[src/rtl/gpr_seq_ctrl.sv]
// Command sequencer for the general-purpose shift register: accepts one
// load/clear/shift/rotate command at a time and drives the register's controls.
module gpr_seq_ctrl #(
  parameter int WIDTH = 4,
  parameter int AMT_W = 3
) (
  input  logic             clk,
  input  logic             clr,
  input  logic             cmd_valid,
  output logic             cmd_ready,
  input  logic [2:0]       cmd_op,
  input  logic [AMT_W-1:0] cmd_amt,
  input  logic [WIDTH-1:0] cmd_data,
  input  logic [WIDTH-1:0] gpr_q,
  output logic [1:0]       gpr_sel,
  output logic [WIDTH-1:0] gpr_d,
  output logic             gpr_l_in,
  output logic             gpr_r_in,
  output logic             busy,
  output logic             done,
  output logic [WIDTH-1:0] result
);

  typedef enum logic [1:0] {
    S_IDLE  = 2'd0,
    S_LOAD  = 2'd1,
    S_SHIFT = 2'd2,
    S_DONE  = 2'd3
  } state_t;

  localparam logic [2:0] OP_LOAD = 3'd0;
  localparam logic [2:0] OP_SHR  = 3'd1;
  localparam logic [2:0] OP_SHL  = 3'd2;
  localparam logic [2:0] OP_ROR  = 3'd3;
  localparam logic [2:0] OP_ROL  = 3'd4;
  localparam logic [2:0] OP_ASR  = 3'd5;
  localparam logic [2:0] OP_CLR  = 3'd6;

  localparam logic [1:0] SEL_HOLD  = 2'b00;
  localparam logic [1:0] SEL_RIGHT = 2'b01;
  localparam logic [1:0] SEL_LEFT  = 2'b10;
  localparam logic [1:0] SEL_LOAD  = 2'b11;

  localparam logic [AMT_W-1:0] CNT_ZERO = {AMT_W{1'b0}};
  localparam logic [AMT_W-1:0] CNT_ONE  = {{(AMT_W-1){1'b0}}, 1'b1};
  localparam logic [WIDTH-1:0] DATA_ZERO = {WIDTH{1'b0}};

  state_t           state_q;
  logic [2:0]       op_q;
  logic [AMT_W-1:0] cnt_q;
  logic [1:0]       sel_q;
  logic [WIDTH-1:0] d_q;
  logic             done_q;
  logic [WIDTH-1:0] result_q;
  logic             l_in_s;
  logic             r_in_s;

  // Sequencer state, latched command, counter and registered register controls.
  always_ff @(posedge clk or negedge clr) begin
    if (!clr) begin
      state_q  <= S_IDLE;
      op_q     <= 3'd0;
      cnt_q    <= CNT_ZERO;
      sel_q    <= SEL_HOLD;
      d_q      <= DATA_ZERO;
      done_q   <= 1'b0;
      result_q <= DATA_ZERO;
    end else begin
      case (state_q)
        S_IDLE: begin
          if (cmd_valid) begin
            op_q  <= cmd_op;
            cnt_q <= cmd_amt;
            case (cmd_op)
              OP_LOAD: begin
                state_q <= S_LOAD;
                sel_q   <= SEL_LOAD;
                d_q     <= cmd_data;
              end
              OP_CLR: begin
                state_q <= S_LOAD;
                sel_q   <= SEL_LOAD;
                d_q     <= DATA_ZERO;
              end
              OP_SHR, OP_ROR, OP_ASR: begin
                if (cmd_amt != CNT_ZERO) begin
                  state_q <= S_SHIFT;
                  sel_q   <= SEL_RIGHT;
                end else begin
                  state_q <= S_DONE;
                  done_q  <= 1'b1;
                end
              end
              OP_SHL, OP_ROL: begin
                if (cmd_amt != CNT_ZERO) begin
                  state_q <= S_SHIFT;
                  sel_q   <= SEL_LEFT;
                end else begin
                  state_q <= S_DONE;
                  done_q  <= 1'b1;
                end
              end
              default: begin
                // Reserved opcode: no register activity, but still completes.
                state_q <= S_DONE;
                done_q  <= 1'b1;
              end
            endcase
          end else begin
            state_q <= S_IDLE;
          end
        end
        S_LOAD: begin
          state_q <= S_DONE;
          sel_q   <= SEL_HOLD;
          d_q     <= DATA_ZERO;
          done_q  <= 1'b1;
        end
        S_SHIFT: begin
          if (cnt_q == CNT_ONE) begin
            state_q <= S_DONE;
            sel_q   <= SEL_HOLD;
            done_q  <= 1'b1;
          end else begin
            cnt_q <= cnt_q - CNT_ONE;
          end
        end
        S_DONE: begin
          state_q  <= S_IDLE;
          done_q   <= 1'b0;
          result_q <= gpr_q;
          cnt_q    <= CNT_ZERO;
          op_q     <= 3'd0;
        end
        default: begin
          state_q <= S_IDLE;
          sel_q   <= SEL_HOLD;
          d_q     <= DATA_ZERO;
          done_q  <= 1'b0;
        end
      endcase
    end
  end

  // Serial fill bits follow the live register contents during each shift cycle.
  always_comb begin
    l_in_s = 1'b0;
    r_in_s = 1'b0;
    if (state_q == S_SHIFT) begin
      case (op_q)
        OP_ROR:  l_in_s = gpr_q[0];
        OP_ASR:  l_in_s = gpr_q[WIDTH-1];
        OP_ROL:  r_in_s = gpr_q[WIDTH-1];
        default: begin
          l_in_s = 1'b0;
          r_in_s = 1'b0;
        end
      endcase
    end else begin
      l_in_s = 1'b0;
      r_in_s = 1'b0;
    end
  end

  assign cmd_ready = (state_q == S_IDLE);
  assign busy      = (state_q != S_IDLE);
  assign done      = done_q;
  assign gpr_sel   = sel_q;
  assign gpr_d     = d_q;
  assign gpr_l_in  = l_in_s;
  assign gpr_r_in  = r_in_s;
  // The register is held during DONE, so its final value is visible in the done cycle.
  assign result    = (state_q == S_DONE) ? gpr_q : result_q;

endmodule
[config.mk]
export PLATFORM = sky130hd
export DESIGN_NAME = gpr_seq_ctrl
export DESIGN_NICKNAME = d
export VERILOG_FILES = /design/src/rtl/gpr_seq_ctrl.sv
export SDC_FILE = /design/constraint.sdc
export NUM_CORES = 1
export LEC_CHECK = 0
export ABC_AREA = 1
export BUFFER_PORTS_ARGS = -buffer_cell sky130_fd_sc_hd__buf_2
export CAP_MARGIN = 0
export CELL_PAD_IN_SITES_DETAIL_PLACEMENT = 0
export CELL_PAD_IN_SITES_GLOBAL_PLACEMENT = 1
export CORE_ASPECT_RATIO = 2
export CORE_MARGIN = 2
export CORE_UTILIZATION = 36
export CTS_CLUSTER_DIAMETER = 200
export DETAILED_ROUTE_END_ITERATION = 7
export MAX_ROUTING_LAYER = met4
export PLACE_DENSITY = 0.75
export SLEW_MARGIN = 10
export SYNTH_ARGS = -nofsm -noshare
export SYNTH_HDL_FRONTEND = slang
export SYNTH_SLANG_ARGS = --single-unit
export TNS_END_PERCENT = 20
[constraint.sdc]
create_clock -name clk -period 1.8 [get_ports clk]
set_input_delay 0.36 -clock clk [delete_from_list [all_inputs] [get_ports clk]]
set_output_delay 0.36 -clock clk [all_outputs]
set_load 0.02 [all_outputs]
## Yosys cells after proc, flatten, opt, wreduce, memory -nomap -nowiden

Cells that the tools add are included.
Widths: inputs -> output; s select.

- Input port bits: 17
- Register bits after elaboration: 19
- Output and inout port bits: 15
- Logic and storage cells: 76

- Eq/ne operators: 22
- Reductions and logical operators: 17
- $add $sub $neg: 1
- Mux-type cells: 29

Operators by type and width:

| operator | number |
|---|---|
| $pmux 4 s2 | 2 |
| $eq 3x3->1 const B | 5 |
| $mux 2 | 6 |
| $pmux 2 s3 | 2 |
| $eq 3x2->1 const B | 3 |
| $mux 3 | 3 |
| $ne 3x3->1 const B | 3 |
| $pmux 3 s3 | 1 |
| $reduce_bool 3->1 | 3 |
| $mux 4 | 2 |
| $ne 2x2->1 const B | 4 |
| $pmux 2 s4 | 1 |
| $mux 1 | 7 |
| $eq 3x1->1 const B | 2 |
| $pmux 3 s2 | 1 |
| $reduce_and 3->1 | 2 |
| $reduce_and 6->1 | 1 |
| $reduce_bool 2->1 | 3 |
| $reduce_or 5->1 | 1 |
| $eq 2x2->1 const B | 2 |
| $ne 4x2->1 const B | 1 |
| $pmux 1 s2 | 2 |
| $pmux 1 s4 | 1 |
| $pmux 2 s2 | 1 |
| 9 further kinds | 10 |

## Depth between registers and ports, before layout

Gate-level depths: netlist of the first run.

- Word-level depth: 5
- Gate-level depth with buffers: 9
- Mapped depth without buffers: 9

## Worst setup path before layout of the first run

OpenSTA, ideal clock, no wires.

- Kind: reg2out
- Start point: reg state_q[0]
- End point: out gpr_l_in
- Path slack: 0.124 ns
- Arrival: 1.316 ns
- Stages on the path, launching flop included: 5
- Buffers on the path: 0
- Required time: 1.440 ns
- Cells stage by stage: dfrtp_1 > inv_1 > ha_1 > inv_2 > a211oi_1

- Longest elaborated chain between the ends: 2

RTL lines:

| element | line | source |
|---|---|---|
| start: declaration | 48 | `state_t state_q;` |
| start signal: assignment | 61 | `state_q <= S_IDLE;` |
| start signal: assignment | 76 | `state_q <= S_LOAD;` |
| start signal: assignment | 81 | `state_q <= S_LOAD;` |
| $eq 2x2->1 | 149 | `if (state_q == S_SHIFT) begin` |
| $mux 1 | 149 |  |
| end: declaration | 17 | `output logic gpr_l_in,` |

No other way between the ends.

## Worst setup path after layout of the first run

Same ends and word-level chain as after synthesis.

==> impl_metrics.ini, run 1 <==
[run_status]
status = complete, no violations

[synthesis]
yosys.area.top_type = dfrtp_1
seq_area_frac_synth_pct = 42.79
synth_top_family_by_area = simple AND/OR/NAND/NOR gates
synthCells = 142
synthAdderAreaFrac_pct = 7.883
synthDominantCellAreaShare_pct = 42.79
synth_compound_gate_area_share_pct = 12.61
ys_ff_latch = 19
ys_types = 24
syn_avg_cell_area_sq_um = 7.824
ys_warn_count = 0
synthesis.area_sq_mm = 0.001111
synth_xor_area_share_pct = 0
syn_nets = 166
ys_top_cells_by_area = dfrtp_1 43%, nand2_1 12%, ha_1 7.9%
synth-simple-area-share_pct = 29.95
muxShareOfSynthArea_pct = 0

[power_and_ir_drop]
p_comb_share_pct = 59.8
power_uw = 2654
max-vdd-ir-drop_mv = 1.118
swShare_pct = 49.07
powerDensity_mw_per_mm2 = 1912
p_seq_share_pct = 28.8
p_int_uw = 1352
leakage_uw = 0.0007233
p_switching_uw = 1302
clockPowerShare_pct = 11.4

[grt]
grt_pass1_vias = 1145
grt_use_total_pct = 19.10
antenna_found_initial = 0
grt_max_degree = 20
overflow = 0
grt_pass1_wl_mm = 4.995

[setup_path]
crit_required_ns = 1.44
path_depth = 5
r2r.worst_path.cells = 7
r2r_slack_ns = 0.24
crit_chain = inv_2 > ha_4 > inv_4 > a211oi_2 > buf_4
crit_family = flip-flops
critPathSlowestCell = dfrtp_2
cp.arrival_ns = 1.37
end_kind = output port
worst_path_largest_cell_delay_ns = 0.44
r2r_start = state_q[1]
startpoint_type = register
crit_buf_inv = 3
crit_fanout = 9
path_class = reg -> out
r2r_end = gpr_d[3]

[detailed_routing]
drtPass1Iterations = 4
first_iter_violations = 15
drc_errors = 0
final_antenna_net_count = 0
via_per_inst = 5.034
avgRoutedWirePerCell_microns = 13.55
vias = 1042
drt_wl_total_mm = 2.805

[timing]
fin_crit_sh_pct = 96.28
relSlewSlack_pct = 70.09
finalSetupTns_ns = 0
clock.fmax_mhz = 577.0
finClkSkew_ns = 0.004859
maxSlewViolCount = 0
tightest_slew_ns = 0.4486
period_minus_slack_ns = 1.733
setup_viol = 0
rsz0062_at_grt = yes
hold_violations = 0

[layout]
syn2layout_area_growth_pct = 24.89
final_area_sq_mm = 0.001388
stdcell_count = 207
n_antenna_cell = 0
regArea_sq_um = 476.7
final_util_pct = 47.15
multi_input_area_sq_um = 588.1
nets = 202
drive_above_1_share_pct = 33.33
fillers = 313

[cts]
clk_pin_slew_ns = 0.07
cts_buffers = 3
cts_hold_buf = 0
insertion_delay_ns = 0.26
clock-root-buffer = clkbuf_8
cts_num_sinks = 19
postCtsSetupBuffers = 0
clockBufferDepth = 2
cts_tree = yes
htreeDepth = 1

[die]
dieArea_sq_mm = 0.003573
die_x_microns = 43.28
start_util_pct = 37.76
row_count = 28
io_pins = 32
core_area_sq_mm = 0.002943
fp.dieH_microns = 82.57

[worst_hold_path]
hold_class = in -> async

[placed_design]
place_area_sq_mm = 0.001306
placed_cells = 203
dp.final_hpwl_mm = 2.246
port_buffers = 31
place_congestion = 0.7895

[flow_run]
maxCapViolations = 0
## worst max-delay path by stage
stage                     from          to
global placement    state_q[0]  gpr_sel[1]
CTS                 state_q[0]    gpr_l_in
finish              state_q[0]    gpr_l_in
floorplan           state_q[0]    gpr_l_in
global route        state_q[1]        busy
detailed placement  state_q[1]    gpr_d[3]
## power by group through the flow
stage	clock network, uW	logic [uW]	registers, uW
after floorplan	0	1020	817
final	303	1590	763
after global placement	0	1510	748
after detailed placement	0	1540	757
after CTS	310	1560	757
after global routing	327	1790	790
## cell usage in the layout (no fill, tap or decap), drive strengths merged
cell | Yosys | final
nand3b | 1 | 1
ha | 7 | 7
nor3 | 3 | 3
buf | 1 | 32
a21oi | 8 | 8
dfrtp | 19 | 19
a211oi | 1 | 1
inv | 18 | 18
a22oi | 1 | 1
nand4 | 2 | 2
o21ai | 14 | 14
nand2 | 40 | 40
clkbuf | 0 | 4
or2 | 1 | 1
nand3 | 15 | 15
nor2 | 11 | 11
## worst reg2reg max path: cells and delay by family, from the launching register on
family | cells | cell delay, ns
and+or+nand+nor | 2 | 0.21
AOI/OAI and AO/OA | 2 | 0.28
adders and majority gates | 1 | 0.29
DFF | 1 | 0.43
buffers and inverters | 2 | 0.23
## through the flow
| step | hold slack [ns] | worst slack (ns) |
|---|---|---|
| after floorplan | 0.06441 | 0.1240 |
| after global placement | 0.3288 | 0.2581 |
| after detailed placement | 0.3297 | 0.2192 |
| after CTS | 0.05185 | 0.002676 |
| after global routing | 0.07053 | -0.003005 |
| final | 0.04022 | 0.06704 |
## Yosys cell counts
cell type and count:
nand4_1 2, a211oi_1 1, inv_2 3, a22oi_1 1, nand3b_1 1, nor2_1 9
dfrtp_1 19, nor3_1 2, a21oi_2 3, nand2_1 36, ha_1 7, nor3_2 1
nand3_1 15, o21ai_1 1, a21oi_1 5, o21ai_2 1, o21ai_0 12, nor2_4 1
inv_1 14, buf_2 1, or2_2 1, inv_4 1, nor2_2 1, nand2_2 4
## routing by layer
metal	share of wire [%]	vias up	global-route usage, %
met1	37	483	18.94
met5	0	-	-
met3	3.7	5	1.957
met2	57	25	36.87
met4	1.8	0	7.273
li1	-	529	-
## cell type report
type | count | share of cell area, %
clock buffers | 4 | 3.246
inverters | 18 | 5.230
multi-input cells | 104 | 42.38
flip-flops and latches | 19 | 34.36
well taps | 30 | 2.705
repair buffers | 32 | 12.08
## flip-flops by register name, summed over array words and instances, names as in the netlist
register  cells
gpr_d         4
state_q       2
cnt_q         3
done          1
result_q      4
op_q          3
gpr_sel       2
## cell families after synthesis
kind of cell    count (synthesis)
flops                          19
fa+ha+maj                       7
compound gates                 24
simple gates                   73
buf+inv                        19
## what timing repair did
item	in CTS	in global routing
endpoints found under the setup margin	2	9
pin swaps	0	0
gates resized for setup	5	7
Note: power is estimated with default switching activity, not from simulation.
==> run 2: changes to the inputs <==
ABC_AREA = not set   (was 1)
CORE_ASPECT_RATIO = not set   (was 2)
CORE_UTILIZATION = 43   (was 36)
CTS_BUF_LIST = sky130_fd_sc_hd__clkbuf_2 sky130_fd_sc_hd__clkbuf_4 sky130_fd_sc_hd__clkbuf_8   (was not set)
PLACE_DENSITY = 0.85   (was 0.75)
clock period = 2.12 ns   (was 1.8 ns; I/O delays follow)
==> run 2 against run 1 <==
Net effect:
- setup slack got worse by 0.0055 ns
- via count decreased by 9.4%
- total power decreased by 24%
- clock power decreased by 37%
- final area decreased by 3.4%
- flip-flop and latch count unchanged
==> impl_metrics.ini, run 2 <==
[run_status]
status = complete, no violations

[setup_path]
r2r_start = state_q[0]
crit_family = simple AND/OR/NAND/NOR gates
crit_required_ns = 2.32
crit_chain = inv_1 > ha_2 > inv_2 > or4b_1 > nand4b_1 > mux2_2
r2r_end = gpr_sel[1]
crit_buf_inv = 2
cp.arrival_ns = 2.26
crit_start = state_q[0]
path_class = reg -> reg
critPathSlowestCell = or4b_1
startpoint_type = register
end_kind = register
r2r_slack_ns = 0.06
crit_fanout = 9
worst_path_largest_cell_delay_ns = 0.53
r2r.worst_path.cells = 6

[cts]
cts_tree = yes
htreeDepth = 1
clock-root-buffer = clkbuf_4
postCtsSetupBuffers = 0
cts_num_sinks = 19
clk_pin_slew_ns = 0.12
insertion_delay_ns = 0.30
cts_buffers = 3
clockBufferDepth = 2

[synthesis]
synthesis.area_sq_mm = 0.001097
synthCells = 111
ys_ff_latch = 19
syn_avg_cell_area_sq_um = 9.886
post-synth-top-count-cell = dfrtp_1
ys_warn_count = 0
ys_types = 34
synth_flop_cell = dfrtp_1
ys_top_cells_by_area = dfrtp_1 43%, ha_1 8.0%, mux2_2 6.2%
syn_nets = 135
synthDominantCellAreaShare_pct = 43.33
yosys.area.top_type = dfrtp_1
synthArstFlopShare_pct = 100.0
synth_edf_count = 0
synth_common_cells = 19 x dfrtp_1, 11 x inv_1, 10 x nand2_1
seq_area_frac_synth_pct = 43.33

[timing]
finalSetupTns_ns = 0
tightest_slew_ns = 0.5805
hold_violations = 0
period_minus_slack_ns = 2.058
finClkSkew_ns = 0.002980
setup_viol = 0
fin_crit_sh_pct = 97.10
setup_slack_ns = 0.06152
rsz0062_at_grt = yes
clock.fmax_mhz = 485.8
fin_hold_ws_ns = 0.03330
relSlewSlack_pct = 61.30
maxSlewViolCount = 0

[power_and_ir_drop]
clockPowerShare_pct = 9.5
p_comb_share_pct = 58.9
p_switching_uw = 896.9
swShare_pct = 44.58
p_seq_share_pct = 31.6
p_int_uw = 1115
max-vdd-ir-drop_mv = 0.7967
powerDensity_mw_per_mm2 = 1501
power_uw = 2012
leakage_uw = 0.0006647

[grt]
grt_use_total_pct = 18.42
grt_pass1_vias = 869
grt_pass1_wl_mm = 3.726
antenna_found_initial = 0
grt_max_degree = 20
overflow = 0

[layout]
n_antenna_cell = 0
drive_above_1_share_pct = 35.81
final_common_cell = buf_2
final_util_pct = 54.59
nets = 173
syn2layout_area_growth_pct = 22.12
mostFrequentLayoutCells = 31 x buf_2, 19 x dfrtp_1, 11 x inv_1

[worst_hold_path]
hold_class = in -> async

[detailed_routing]
final_antenna_net_count = 0
via_per_inst = 5.303
drc_errors = 0
drtPass1Iterations = 4
first_iter_violations = 12
vias = 944
drt_wl_total_mm = 2.363
avgRoutedWirePerCell_microns = 13.28

[placed_design]
place_ws_ns = 0.09107
port_buffers = 31
place_congestion = 0.9308
dp.final_hpwl_mm = 1.898

[die]
row_count = 18
core_area_sq_mm = 0.002455
fp.dieH_microns = 54.52
io_pins = 32
die_x_microns = 54.52
dieArea_sq_mm = 0.002972
start_util_pct = 44.70

[flow_run]
maxCapViolations = 0
[run 2: changes by cell type after synthesis, sizes merged, moves of 4 or more]
cell,before,now
inv,18,12
mux2,0,6
mux2i,0,5
nand2,40,10
nand3,15,2
nor2,11,3
nor2b,0,4
o21ai,14,8
[run 2: worst register-to-register path, cell delays in order, from the launching register on]
cell	delay, ns
dfrtp_1	0.42
inv_1	0.13
ha_2	0.28
inv_2	0.08
or4b_1	0.53
nand4b_1	0.17
mux2_2	0.35
[run 2: area by class of cell]
| class | instances | area (sq um) |
|---|---|---|
| clock buffers | 3 | 22.52 |
| clock inverters | 1 | 5.005 |
| fillers | 237 | 1115 |
| inverters | 12 | 45.04 |
| multi-input cells | 79 | 576.8 |
| flip-flops and latches | 19 | 475.5 |
| well taps | 30 | 37.54 |
| repair buffers | 34 | 177.7 |
[run 2: through the flow]
step / cell area, sq um / cells
floorplan: 1100 / 111
global placement: 1304 / 174
detailed placement: 1304 / 174
CTS: 1334 / 178
global route: 1340 / 178
finish: 1340 / 178
[run 2: worst max path at each step]
stage	endpoint	cells past startpoint
detailed placement	gpr_sel[1]	6
global placement	gpr_sel[1]	6
finish	gpr_sel[1]	6
global route	gpr_sel[1]	6
CTS	gpr_r_in	4
floorplan	gpr_sel[0]	6
[run 2: logic make-up after synthesis]
group | share of synthesized area [%]
xor+xnor | 0.7983
mux | 10.72
simple gates | 17.90
compound gates | 14.14
fa+ha+maj | 7.981
flops | 43.33
buf+inv | 5.131
[run 2: repair_timing]
| item | in CTS | in global routing |
|---|---|---|
| setup endpoints to repair | 1 | 3 |
| resized for setup | 1 | 1 |
| hold buffers | 0 | 0 |
[run 2: power by group through the flow]
stage	registers, uW	clock network (uW)	logic (uW)
6_report	636	191	1180
5_1_grt	658	212	1330
4_1_cts	635	193	1200
3_5_place_dp	644	0	1190
3_3_place_gp	632	0	1160
2_1_floorplan	701	0	788
[run 2: routing by layer]
| layer | wire (microns) | GRT usage [%] |
|---|---|---|
| met5 | 0 | - |
| met4 | 21 | 7.500 |
| met3 | 89 | 2.732 |
| met2 | 1139 | 29.92 |
| met1 | 1113 | 22.95 |
==> run 3: changes to the inputs <==
PLACE_DENSITY = 0.95   (was 0.85)
==> run 3 against run 2 <==
Net effect:
- combinational power is essentially flat
- routed wire length fell by 1.6%
- highest routed layer unchanged
- worst hold slack improved by 0.00098 ns
- flip-flop and latch count did not move
- final area shrank 1.4%
- clock skew is 0.0021 ns lower
- global-route usage is 0.60 points lower
==> impl_metrics.ini, run 3 (synthesized netlist as in run 2, its figures left out) <==
[run_status]
status = complete, no violations

[cts]
cts_num_sinks = 19
insertion_delay_ns = 0.30
postCtsSetupBuffers = 0
cts_tree = yes
htreeDepth = 1
cts_buffers = 3
clockBufferDepth = 2
clock-root-buffer = clkbuf_4
clk_pin_slew_ns = 0.11

[timing]
finalSetupTns_ns = 0
clock.fmax_mhz = 490.7
maxSlewViolCount = 0
hold_violations = 0
rsz0062_at_grt = no
fin_crit_sh_pct = 96.13
period_minus_slack_ns = 2.038
finClkSkew_ns = 0.0008333
tightest_slew_ns = 0.5415
setup_viol = 0
relSlewSlack_pct = 63.90

[setup_path]
r2r.worst_path.cells = 6
crit_end = gpr_sel[0]
crit_start = state_q[0]
crit_buf_inv = 2
end_kind = register
worst_path_largest_cell_delay_ns = 0.51
path_class = reg -> reg
crit_family = simple AND/OR/NAND/NOR gates
critPathSlowestCell = or4b_1
cp.arrival_ns = 2.24
crit_fanout = 9
crit_required_ns = 2.32
r2r_slack_ns = 0.08
r2r_end = gpr_sel[0]
startpoint_type = register
r2r_start = state_q[0]
crit_chain = inv_1 > ha_2 > inv_2 > or4b_1 > nand4b_1 > mux2_2
path_depth = 6

[grt]
grt.busiest_layer = met2
grt_pass1_vias = 844
antenna_found_initial = 0
grt.met3_usage_pct = 1.639
grt_use_total_pct = 17.83
grt_pass1_wl_mm = 3.670
use_met2_pct = 30.52
grt_max_degree = 20
use_met1_pct = 21.42
overflow = 0

[placed_design]
place_area_sq_mm = 0.001289
port_buffers = 31
dp.final_hpwl_mm = 1.864
place_congestion = 0.8466
placed_cells = 172

[power_and_ir_drop]
powerDensity_mw_per_mm2 = 1513
leakage_uw = 0.0006513
max-vdd-ir-drop_mv = 0.9590

[detailed_routing]
vias = 964
final_antenna_net_count = 0
drtPass1Iterations = 4
drt_wl_total_mm = 2.325
first_iter_violations = 10
via_per_inst = 5.477
avgRoutedWirePerCell_microns = 13.21
drc_errors = 0

[die]
core_area_sq_mm = 0.002455
die_x_microns = 54.52
start_util_pct = 44.70
dieArea_sq_mm = 0.002972
row_count = 18
fp.dieH_microns = 54.52
io_pins = 32

[layout]
final_common_cell = buf_2
final_area_sq_mm = 0.001321
mostFrequentLayoutCells = 31 x buf_2, 19 x dfrtp_1, 11 x inv_1
syn2layout_area_growth_pct = 20.41
stdcell_count = 176
nets = 171
n_antenna_cell = 0
drive_above_1_share_pct = 34.93

[flow_run]
maxCapViolations = 0

[worst_hold_path]
hold_class = in -> async
## run 3: cell count changes in the layout (fill, tap and decap cells not counted)
| cell | delta |
|---|---|
| nor4b_2 | -1 |
| buf_4 | -2 |
| nor4b_1 | +1 |
| ha_1 | -1 |
| ha_2 | +1 |
## run 3: area by class of cell
class	count	area [sq um]
Fill cell	226	1134
Multi-Input combinational cell	79	573.1
Sequential cell	19	475.5
Timing Repair Buffer	32	162.7
Inverter	12	45.04
Tap cell	30	37.54
Clock buffer	3	22.52
Clock inverter	1	5.005
## run 3: worst min path at each step
stage	from	endpoint
2_1_floorplan	clr	cnt_q[0]
3_3_place_gp	clr	state_q[0]
3_5_place_dp	clr	done
4_1_cts	clr	done
5_1_grt	clr	op_q[1]
6_report	clr	done
## run 3: per-layer routing
metal,up-vias,routed length [microns]
met2,42,1162
li1,467,-
met1,446,985
met3,9,130
met5,-,0
met4,0,46
## run 3: stage by stage
| stage | power, uW | setup slack [ns] | utilization [%] | hold WS (ns) |
|---|---|---|---|---|
| after floorplan | 1489 | 0.1061 | - | 0.1284 |
| after global placement | 1768 | 0.1803 | 52.50 | 0.3790 |
| after detailed placement | 1820 | 0.1201 | 52.50 | 0.3862 |
| after CTS | 2008 | 0.05686 | 53.72 | 0.05128 |
| after global routing | 2158 | 0.008128 | 53.82 | 0.06914 |
| final | 1999 | 0.08214 | 53.82 | 0.03428 |
## run 3: worst register-to-register path, cell delays in order (launching register included)
cell	delay (ns)
dfrtp_1	0.42
inv_1	0.13
ha_2	0.29
inv_2	0.08
or4b_1	0.51
nand4b_1	0.15
mux2_2	0.35
## run 3: power by group
part	internal [uW]	total (uW)	switching, uW
clock	70.4	186	115
combinational	497	1180	680
sequential	539	636	97.4
total	1110	2000	893
## run 3: what timing repair did
item | in CTS | in global routing
resized for setup | 1 | 1
setup endpoints to repair | 4 | 1
hold buffers | 0 | 0
